==> src/rtl/pipeline_credit_pkg.sv <==
// rtl/pipeline_credit_pkg.sv - shared widths helper and error-cause encoding for the credit FIFO
package pipeline_credit_pkg;

    // Reason the sticky error flag is being raised in a given cycle.
    typedef enum logic [1:0] {
        ERR_NONE,
        ERR_OVERFLOW,
        ERR_SPURIOUS,
        ERR_LATENCY
    } err_cause_t;

    // Bits needed to index 0..value-1, never less than one bit.
    function automatic int clog2_depth(input int value);
        int width;
        width = 1;
        while ((1 << width) < value) begin
            width = width + 1;
        end
        return width;
    endfunction

endpackage

==> src/rtl/credit_fifo_mem.sv <==
// rtl/credit_fifo_mem.sv - result storage, one write port and one asynchronous read port
module credit_fifo_mem
    import pipeline_credit_pkg::*;
#(
    parameter int WIDTH = 8,
    parameter int DEPTH = 4,
    parameter int AW    = clog2_depth(DEPTH)
) (
    input  logic             clock,
    input  logic             write_enable,
    input  logic [AW-1:0]    write_addr,
    input  logic [WIDTH-1:0] write_data,
    input  logic [AW-1:0]    read_addr,
    output logic [WIDTH-1:0] read_data
);

    logic [WIDTH-1:0] mem [DEPTH];

    // Data array carries no reset; validity is tracked by the controller's count.
    always_ff @(posedge clock) begin
        if (write_enable) begin
            mem[write_addr] <= write_data;
        end
    end

    assign read_data = mem[read_addr];

endmodule

==> src/rtl/pipeline_credit_fifo.sv <==
// rtl/pipeline_credit_fifo.sv - credit-gated issue into a fixed-latency pipe with FWFT result FIFO (option: PIPELINE_CREDIT_LATENCY_CHECK_EN)
module pipeline_credit_fifo
    import pipeline_credit_pkg::*;
#(
    parameter int WIDTH   = 8,
    parameter int LATENCY = 2,
    parameter int DEPTH   = 4
) (
    input  logic             clock,
    input  logic             reset,
    input  logic             in_valid,
    output logic             in_ready,
    input  logic [WIDTH-1:0] in_data,
    output logic             pipe_in_valid,
    output logic [WIDTH-1:0] pipe_in_data,
    input  logic             pipe_out_valid,
    input  logic [WIDTH-1:0] pipe_out_data,
    output logic             out_valid,
    input  logic             out_ready,
    output logic [WIDTH-1:0] out_data,
    output logic             error
);

    localparam int AW = clog2_depth(DEPTH);
    localparam int CW = clog2_depth(DEPTH + 1);
    localparam logic [CW-1:0] DEPTH_C = CW'(DEPTH);
    localparam logic [AW-1:0] LAST_C  = AW'(DEPTH - 1);

    logic [AW-1:0] rd_ptr;
    logic [AW-1:0] wr_ptr;
    logic [CW-1:0] count;
    logic [CW-1:0] in_flight;
    logic [CW:0]   reserved;
    logic          fire_in;
    logic          fire_out;
    logic          enq;
    logic          overflow;
    logic          spurious;
    logic          latency_fault;
    err_cause_t    cause;

    function automatic logic [AW-1:0] next_ptr(input logic [AW-1:0] ptr);
        return (ptr == LAST_C) ? '0 : ptr + AW'(1);
    endfunction

    // Every slot is either holding a result or promised to a beat still in the pipe.
    assign reserved      = {1'b0, count} + {1'b0, in_flight};
    assign in_ready      = !reset && (reserved < {1'b0, DEPTH_C});
    assign fire_in       = in_valid & in_ready;
    assign pipe_in_valid = fire_in;
    assign pipe_in_data  = in_data;

    assign out_valid = !reset && (count != '0);
    assign fire_out  = out_valid & out_ready;

    // A result arriving at a full FIFO with no same-cycle dequeue is lost.
    assign overflow = pipe_out_valid && (count == DEPTH_C) && !fire_out;
    assign enq      = pipe_out_valid && !overflow;
    assign spurious = pipe_out_valid && (in_flight == '0);

`ifdef PIPELINE_CREDIT_LATENCY_CHECK_EN
    logic [LATENCY-1:0] shadow_valid;

    // Shadow of the pipe's valid chain: where a result must appear if the pipe honours LATENCY.
    always_ff @(posedge clock) begin
        if (reset) begin
            shadow_valid <= '0;
        end else begin
            shadow_valid[0] <= fire_in;
            for (int i = 1; i < LATENCY; i++) begin
                shadow_valid[i] <= shadow_valid[i-1];
            end
        end
    end

    assign latency_fault = pipe_out_valid != shadow_valid[LATENCY-1];
`else
    assign latency_fault = 1'b0;
`endif

    // Pointers, occupancy and outstanding-issue bookkeeping.
    always_ff @(posedge clock) begin
        if (reset) begin
            rd_ptr    <= '0;
            wr_ptr    <= '0;
            count     <= '0;
            in_flight <= '0;
        end else begin
            if (enq) begin
                wr_ptr <= next_ptr(wr_ptr);
            end
            if (fire_out) begin
                rd_ptr <= next_ptr(rd_ptr);
            end
            case ({enq, fire_out})
                2'b10:   count <= count + CW'(1);
                2'b01:   count <= count - CW'(1);
                default: count <= count;
            endcase
            case ({fire_in, pipe_out_valid})
                2'b10:   in_flight <= in_flight + CW'(1);
                2'b01:   in_flight <= (in_flight != '0) ? in_flight - CW'(1) : '0;
                default: in_flight <= in_flight;
            endcase
        end
    end

    // Sticky fault flag, cleared only by reset.
    always_ff @(posedge clock) begin
        if (reset) begin
            error <= 1'b0;
        end else if (overflow || spurious || latency_fault) begin
            error <= 1'b1;
        end
    end

    // Classify the cycle's fault for the consistency assertion below.
    always_comb begin
        cause = ERR_NONE;
        if (overflow) begin
            cause = ERR_OVERFLOW;
        end else if (spurious) begin
            cause = ERR_SPURIOUS;
        end else if (latency_fault) begin
            cause = ERR_LATENCY;
        end
    end

    // error may only rise in a cycle that has a recognised cause.
    assert property (@(posedge clock) disable iff (reset)
        (!error && cause == ERR_NONE) |=> !error);

    // Parameter sanity.
    assert property (@(posedge clock) (LATENCY >= 1) && (DEPTH >= 1));

    credit_fifo_mem #(
        .WIDTH (WIDTH),
        .DEPTH (DEPTH),
        .AW    (AW)
    ) u_mem (
        .clock        (clock),
        .write_enable (enq),
        .write_addr   (wr_ptr),
        .write_data   (pipe_out_data),
        .read_addr    (rd_ptr),
        .read_data    (out_data)
    );

endmodule

==> config.mk <==
export PLATFORM = sky130hd
export DESIGN_NAME = pipeline_credit_fifo
export DESIGN_NICKNAME = d
export VERILOG_FILES = /design/src/rtl/pipeline_credit_pkg.sv /design/src/rtl/credit_fifo_mem.sv /design/src/rtl/pipeline_credit_fifo.sv
export SDC_FILE = /design/constraint.sdc
export NUM_CORES = 1
export LEC_CHECK = 0
export ABC_CLOCK_PERIOD_IN_PS = 3700
export BUFFER_PORTS_ARGS = -buffer_cell sky130_fd_sc_hd__buf_4
export CAP_MARGIN = 0
export CORE_MARGIN = 2
export CORE_UTILIZATION = 54
export DETAILED_ROUTE_END_ITERATION = 6
export PLACE_DENSITY = 0.86
export SKIP_LAST_GASP = 1
export SLEW_MARGIN = 10
export SYNTH_ARGS = -nofsm -noshare
export SYNTH_HDL_FRONTEND = slang
export SYNTH_HIERARCHICAL = 1
export SYNTH_SLANG_ARGS = --single-unit
==> constraint.sdc <==
create_clock -name clock -period 3.7 [get_ports clock]
set_input_delay 0.37 -clock clock [delete_from_list [all_inputs] [get_ports clock]]
set_output_delay 0.37 -clock clock [all_outputs]
set_load 0.02 [all_outputs]
### Word-level counts from Yosys, hierarchy flattened

Memories as Yosys holds them, arrays and structs flattened. A register that Yosys moved wholly into a read port is not among the register bits.
Index checks and enable logic that the tools add are counted.

| word-level totals | value |
|---|---|
| bits in registers | 11 |
| output and inout port bits | 20 |
| RAM bits | 32 |
| memories | 1 |

| cells by class | value |
|---|---|
| add/subtract/negate cells | 7 |
| bitwise operators | 2 |
| magnitude comparators | 1 |
| reduce and logical (&&, ||, !) cells | 15 |
| eq/ne operators | 7 |
| muxes and demuxes | 9 |

Memories:

| memory | words | width | read ports | clocked after Yosys merged registers in | wr ports | line | text |
|---|---|---|---|---|---|---|---|
| u_mem.mem | 4 | 8 | 1 | 1 | 1 | credit_fifo_mem.sv:17 | `logic [WIDTH-1:0] mem [DEPTH];` |

Operator list:

| cell | number |
|---|---|
| 3-bit case mux with 2 select lines | 2 |
| 2-bit equality test, second input constant | 4 |
| 2-bit two-way mux | 4 |
| 3-bit by 1-bit adder with 3-bit output, second input constant | 2 |
| 1-bit logical AND | 6 |
| 3-bit nonzero test | 2 |
| 3-bit by 1-bit subtractor with 3-bit output, second input constant | 2 |
| 2-bit by 1-bit adder with 2-bit output, second input constant | 2 |
| 3-bit by 3-bit adder with 4-bit output | 1 |
| 2-bit by 1-bit equality test with 1-bit output, second input constant | 2 |
| 4-bit by 3-bit less-than comparator with 1-bit output, second input constant | 1 |
| 2-bit nonzero test | 2 |
| 3-bit equality test, second input constant | 1 |
| 1-bit logical NOT | 3 |
| 3-bit logical NOT | 1 |
| 3-bit two-way mux | 1 |
| 1-bit bitwise AND | 2 |
| 1-bit two-way mux | 2 |
| 1-bit logical OR | 1 |

### Depth between registers and ports, before layout

| depth | value |
|---|---|
| depth after elaboration | 9 |
| depth in mapped cells | 9 |
| mapped depth without buffers | 9 |

### Hierarchy

The synthesis kept the hierarchy.

By module, submodules not included:

| module | area an instance (sq um) | sequential area each (sq um) | instances | cells an instance |
|---|---|---|---|---|
| credit_fifo_mem | 1188.6 | 960.9 | 1 | 46 |
| pipeline_credit_fifo | 780.7 | 220.2 | 1 | 94 |

### Worst setup path after synthesis

OpenSTA, ideal clock, no wires.

| timing path | value |
|---|---|
| kind | reg-to-reg |
| start point | register count[2] |
| end point | register in_flight[2] |
| clock period less this slack | 2.431 ns |
| cell stages (with the launch flop) | 9 |
| library setup time | 0.114 ns |
| slack | 1.269 ns |
| data required time | 3.586 ns |
| data arrival time | 2.317 ns |
| path through | dfxtp_1 -> ha_1 -> or4_1 -> a31oi_1 -> nand2_1 -> ha_1 -> o21ai_0 -> o21ai_0 -> nor2b_1 |

| between the ends | value |
|---|---|
| cells in the longest elaborated chain, start to end | 6 |
| elaborated cells on any way between the ends | 8 |

RTL lines:

| element | line | text |
|---|---|---|
| from (decl) | pipeline_credit_fifo.sv:31 | `logic [CW-1:0] count;` |
| from (signal assigned) | pipeline_credit_fifo.sv:96 | `2'b10: count <= count + CW'(1);` |
| from (signal assigned) | pipeline_credit_fifo.sv:97 | `2'b01: count <= count - CW'(1);` |
| from (signal assigned) | pipeline_credit_fifo.sv:98 | `default: count <= count;` |
| 3-bit by 3-bit adder with 4-bit output (*) | pipeline_credit_fifo.sv:47 | `assign reserved = {1'b0, count} + {1'b0, in_flight};` |
| 4-bit by 3-bit less-than comparator with 1-bit output (*) | pipeline_credit_fifo.sv:48 | `assign in_ready = !reset && (reserved < {1'b0, DEPTH_C});` |
| 1-bit logical AND (*) | pipeline_credit_fifo.sv:48 |  |
| net in_ready | pipeline_credit_fifo.sv:12 | `output logic in_ready,` |
| 1-bit bitwise AND (*) | pipeline_credit_fifo.sv:49 | `assign fire_in = in_valid & in_ready;` |
| 2-bit by 1-bit equality test with 1-bit output / 2-bit equality test (equally long branches) | pipeline_credit_fifo.sv:100 | `case ({fire_in, pipe_out_valid})` |
| 3-bit case mux with 2 select lines / 2-bit nonzero test (equally long branches) | n/a |  |
| to (signal assigned) | pipeline_credit_fifo.sv:101 | `2'b10: in_flight <= in_flight + CW'(1);` |
| to (signal assigned) | pipeline_credit_fifo.sv:102 | `2'b01: in_flight <= (in_flight != '0) ? in_flight - CW'(1) : '0;` |
| to (signal assigned) | pipeline_credit_fifo.sv:103 | `default: in_flight <= in_flight;` |
| to (decl) | pipeline_credit_fifo.sv:32 | `logic [CW-1:0] in_flight;` |

Mark *: on every way through the listed nets, which the timed path passes. The rest lies on a longest branch.
A chain may end at the register's enable or synchronous reset.

### Final worst setup path

| timing path | value |
|---|---|
| start point | register count[2] |
| end point | register in_flight[2] |

| between the ends | value |
|---|---|
| cells in the longest elaborated chain, start to end | 6 |
| elaborated cells on any way between the ends | 8 |

RTL lines:

| element | line |
|---|---|
| 3-bit by 3-bit adder with 4-bit output (*) | pipeline_credit_fifo.sv:47 |
| 4-bit by 3-bit less-than comparator with 1-bit output (*) | pipeline_credit_fifo.sv:48 |
| 1-bit logical AND (*) | pipeline_credit_fifo.sv:48 |
| 1-bit bitwise AND (*) | pipeline_credit_fifo.sv:49 |
| 2-bit by 1-bit equality test with 1-bit output / 2-bit equality test (equally long branches) | pipeline_credit_fifo.sv:100 |
| 3-bit case mux with 2 select lines / 2-bit nonzero test (equally long branches) | n/a |

Every way passes the cells marked *; elsewhere a longest branch is shown, timed or not.

==> tab_implementation.tex <==
\begin{tabular}{lr}
\hline
Metric & Value \\
\hline
\multicolumn{2}{l}{\textbf{Floorplan}} \\
Row cnt & 21 \\
CORE AREA & 3420 µm² \\
Top-Level Pins & 41 \\
Starting utilization of the core area & 57.7\% \\
Die area & 4150 µm² \\
Die width & 64.4 µm \\
Vertical extent of the die & 64.4 µm \\
\multicolumn{2}{l}{\textbf{Cells and area}} \\
Commonest non-fill, non-tap cell in the layout & sky130\_fd\_sc\_hd\_\_edfxtp\_1 \\
Synth-to-Final Area Change & 13.5\% \\
Layout cell share with drive strength beyond 1 & 26.5\% \\
Diodes inserted & 0 \\
Commonest non-fill, non-tap cells in the layout & sky130\_fd\_sc\_hd\_\_edfxtp\_1 (32), sky130\_fd\_sc\_hd\_\_buf\_4 (25), sky130\_fd\_sc\_hd\_\_nor2\_1 (14) \\
Post-layout nets & 192 \\
\multicolumn{2}{l}{\textbf{Logic synthesis}} \\
Number of flip-flops and latches in the synthesized netlist & 43 \\
Cell count after synthesis & 140 \\
Cell Area, Synth & 1970 µm² \\
Nets in the synthesized netlist & 171 \\
Sequential area share after synthesis & 60.0\% \\
Ys Warns & 6 \\
Avg Inst Size Synth & 14.1 µm² \\
Synth unique cells & 35 \\
\multicolumn{2}{l}{\textbf{Worst hold path}} \\
Path category of the worst min-delay check & in2reg \\
Hold path startpoint & pipe\_out\_data[3] \\
\multicolumn{2}{l}{\textbf{Global routing}} \\
Largest net degree at the start of global routing & 15 \\
Met3 Use GR & 4.05\% \\
Most Crowded Layer GR & met2 \\
Grt met2 use & 34.2\% \\
Global-route usage over all layers & 18.9\% \\
Global-route wire length before repair & 5890 µm \\
Initial antenna violation count & 0 \\
Global-route met1 utilization & 20.9\% \\
Final global-route overflow total & 0 \\
Vias in the first global route & 1269 \\
\multicolumn{2}{l}{\textbf{Routing}} \\
Detailed-route wire length & 3460 µm \\
\# DRC & 0 \\
Vias post-DR & 1190 \\
Number of search-and-repair iterations in the first detailed-routing pass & 4 \\
Per-cell via count in the routed design & 5.72 \\
Remaining antenna violation count after routing & 0 \\
Iteration-0 DRC Markers & 55 \\
WL/cell & 16.6 µm \\
\multicolumn{2}{l}{\textbf{Setup path}} \\
Crit-path max cell delay & 0.51 ns \\
Cell family with the largest share of critical-path delay & simple AND/OR/NAND/NOR gates \\
Kind of launch point of the worst setup path & flop \\
Critical path class & reg2reg \\
Critical register-to-register path startpoint & count[2]\$\_SDFFE\_PP0P\_ \\
Worst setup startpoint & count[2]\$\_SDFFE\_PP0P\_ \\
CP Max Fanout & 8 \\
Data arrival time of the worst path & 2.74 ns \\
CP Capture Type & flop \\
Worst EP required & 3.98 ns \\
CP most frequent cell & sky130\_fd\_sc\_hd\_\_ha\_1 \\
Cell Chain, Critical Path & ha\_1 -> or4\_1 -> a31oi\_1 -> nand2\_1 -> ha\_1 -> nor3b\_1 -> a21oi\_1 -> o21ai\_0 -> nor2b\_1 \\
Slowest cell on crit path & sky130\_fd\_sc\_hd\_\_dfxtp\_1 \\
Count of buffer and inverter cells on the critical path & 0 \\
\multicolumn{2}{l}{\textbf{STA}} \\
Crit share post-route & 66.5\% \\
Pins over their slew limit & 0 \\
Sum Neg Setup Slack & 0 ns \\
Fmax & 407 MHz \\
Slew @ Worst Pin & 0.599 ns \\
Max\_slew headroom & 60.0\% \\
Final critical-path required period & 2.46 ns \\
Unrepaired setup endpoints after global routing & false \\
Final count of negative-setup-slack endpoints & 0 \\
Clock tree skew after final layout & 0.00438 ns \\
Number of failing hold endpoints at the final stage & 0 \\
\multicolumn{2}{l}{\textbf{Clock tree}} \\
Level count of the clock H-tree & 2 \\
CTS resizes & 0 \\
Clock tree from TritonCTS & built \\
Post-CTS setup buffers & 0 \\
Number of hold-repair buffers added at the cts stage & 0 \\
Latest clock arrival within the worst-skew pair & 0.34 ns \\
Cell chosen for the clock root & sky130\_fd\_sc\_hd\_\_clkbuf\_4 \\
Clock buffers created by TritonCTS & 5 \\
Clock slew at reported path FFs & 0.12 ns \\
TritonCTS Sinks & 43 \\
Clock buffer depth & 2 \\
\multicolumn{2}{l}{\textbf{Flow run}} \\
Maximum Capacitance Violations & 0 \\
\multicolumn{2}{l}{\textbf{Outcome}} \\
Result of the run & complete, no violations \\
\multicolumn{2}{l}{\textbf{Place}} \\
Routability Congestion & 0.804 \\
Post-detailed-placement half-perimeter wirelength & 2480 µm \\
Count of buffers inserted at the top-level ports & 24 \\
\multicolumn{2}{l}{\textbf{Power and ir drop}} \\
Power density over the cells & 530 nW/µm² \\
Worst IR drop on VDD & 0.000298 V \\
Total Power Consumption & 0.00118 W \\
Static leakage & 0.859 nW \\
\hline
\end{tabular}
## flip-flops by register name (all words and copies together), names as in the netlist
name and flops:
count 3, error 1, in_flight 3, rd_ptr 2
u_mem/mem 32, wr_ptr 2
## final cells by class
class | instances | area (µm²)
clock buffer | 6 | 41.3
clock inverter | 2 | 60.1
fill | 253 | 1180
inverter | 8 | 30.0
multi-input combinational | 78 | 678
sequential | 43 | 1180
tap | 46 | 57.6
timing repair buffer | 25 | 188
## per-stage QoR
step                std cells  utilization [%]  hold slack (ns)  setup WS, ns  cell area (µm²)
floorplan                 140                -            0.442          1.27             1970
global placement          200             62.5            0.457          1.38             2130
detailed placement        200             62.5            0.464          1.27             2130
CTS                       208             65.5            0.212          1.25             2240
global route              208             65.5            0.196          1.06             2240
finish                    208             65.5            0.223          1.24             2240
## power breakdown
group / total, W / internal (W) / switching [W] / leakage [nW]
clock network: 0.000353 / 0.000211 / 0.000142 / 0.0525
logic: 0.000240 / 0.000118 / 0.000122 / 0.423
registers: 0.000592 / 0.000555 / 0.0000373 / 0.384
## metal layers
| layer | share of wire (%) | wire (µm) |
|---|---|---|
| met1 | 37 | 1290 |
| met2 | 54 | 1860 |
| met3 | 6.6 | 228 |
| met4 | 2.3 | 80 |
| met5 | 0 | 0 |
## synthesized netlist by cell type, drive strengths merged
cell type,number,area (µm²)
nand3b,1,7.51
fa,1,20.0
mux4,8,180
edfxtp,32,961
or4,1,7.51
a2bb2oi,1,8.76
buf,9,71.3
xor2,1,8.76
nor3b,2,15.0
o21ai,5,25.0
a31oi,2,12.5
or3b,1,8.76
or2,1,6.26
a211oi,2,15.0
nor2b,1,6.26
inv,8,30.0
nand2,2,7.51
a311oi,1,8.76
nand3,1,5.00
and2,1,6.26
clkbuf,2,8.75
nand2b,2,12.5
mux2i,4,40.0
and3b,2,17.5
ha,9,113
o31a,1,8.76
nor2,14,52.6
dfxtp,11,220
a21oi,8,40.0
a2111o,1,11.3
and3,1,6.26
a31o,1,8.76
or3,3,18.8
## logic make-up (layout without fill, tap and decap cells)
logic type,Yosys count,after routing,synth area share [%]
AO/OA/AOI/OAI,22,22,7.05
XOR/XNOR,1,1,0.445
adder cells (fa/ha/maj),10,10,6.73
buffers and inverters,19,41,5.59
flip-flops,43,43,60.0
multiplexers,12,12,11.2
AND/OR/NAND/NOR,33,33,9.02
## worst paths after layout
check | cells past startpoint | slack (ns) | to
min reg2reg | 2 | 0.49 | error$_SDFFE_PP0P_
max | 9 | 1.24 | in_flight[2]$_SDFFE_PP0P_
max reg2reg | 9 | 1.24 | in_flight[2]$_SDFFE_PP0P_
min | 1 | 0.22 | u_mem/mem[0][3]$_DFFE_PP_
No activity file was read; power rests on OpenSTA's default activity.
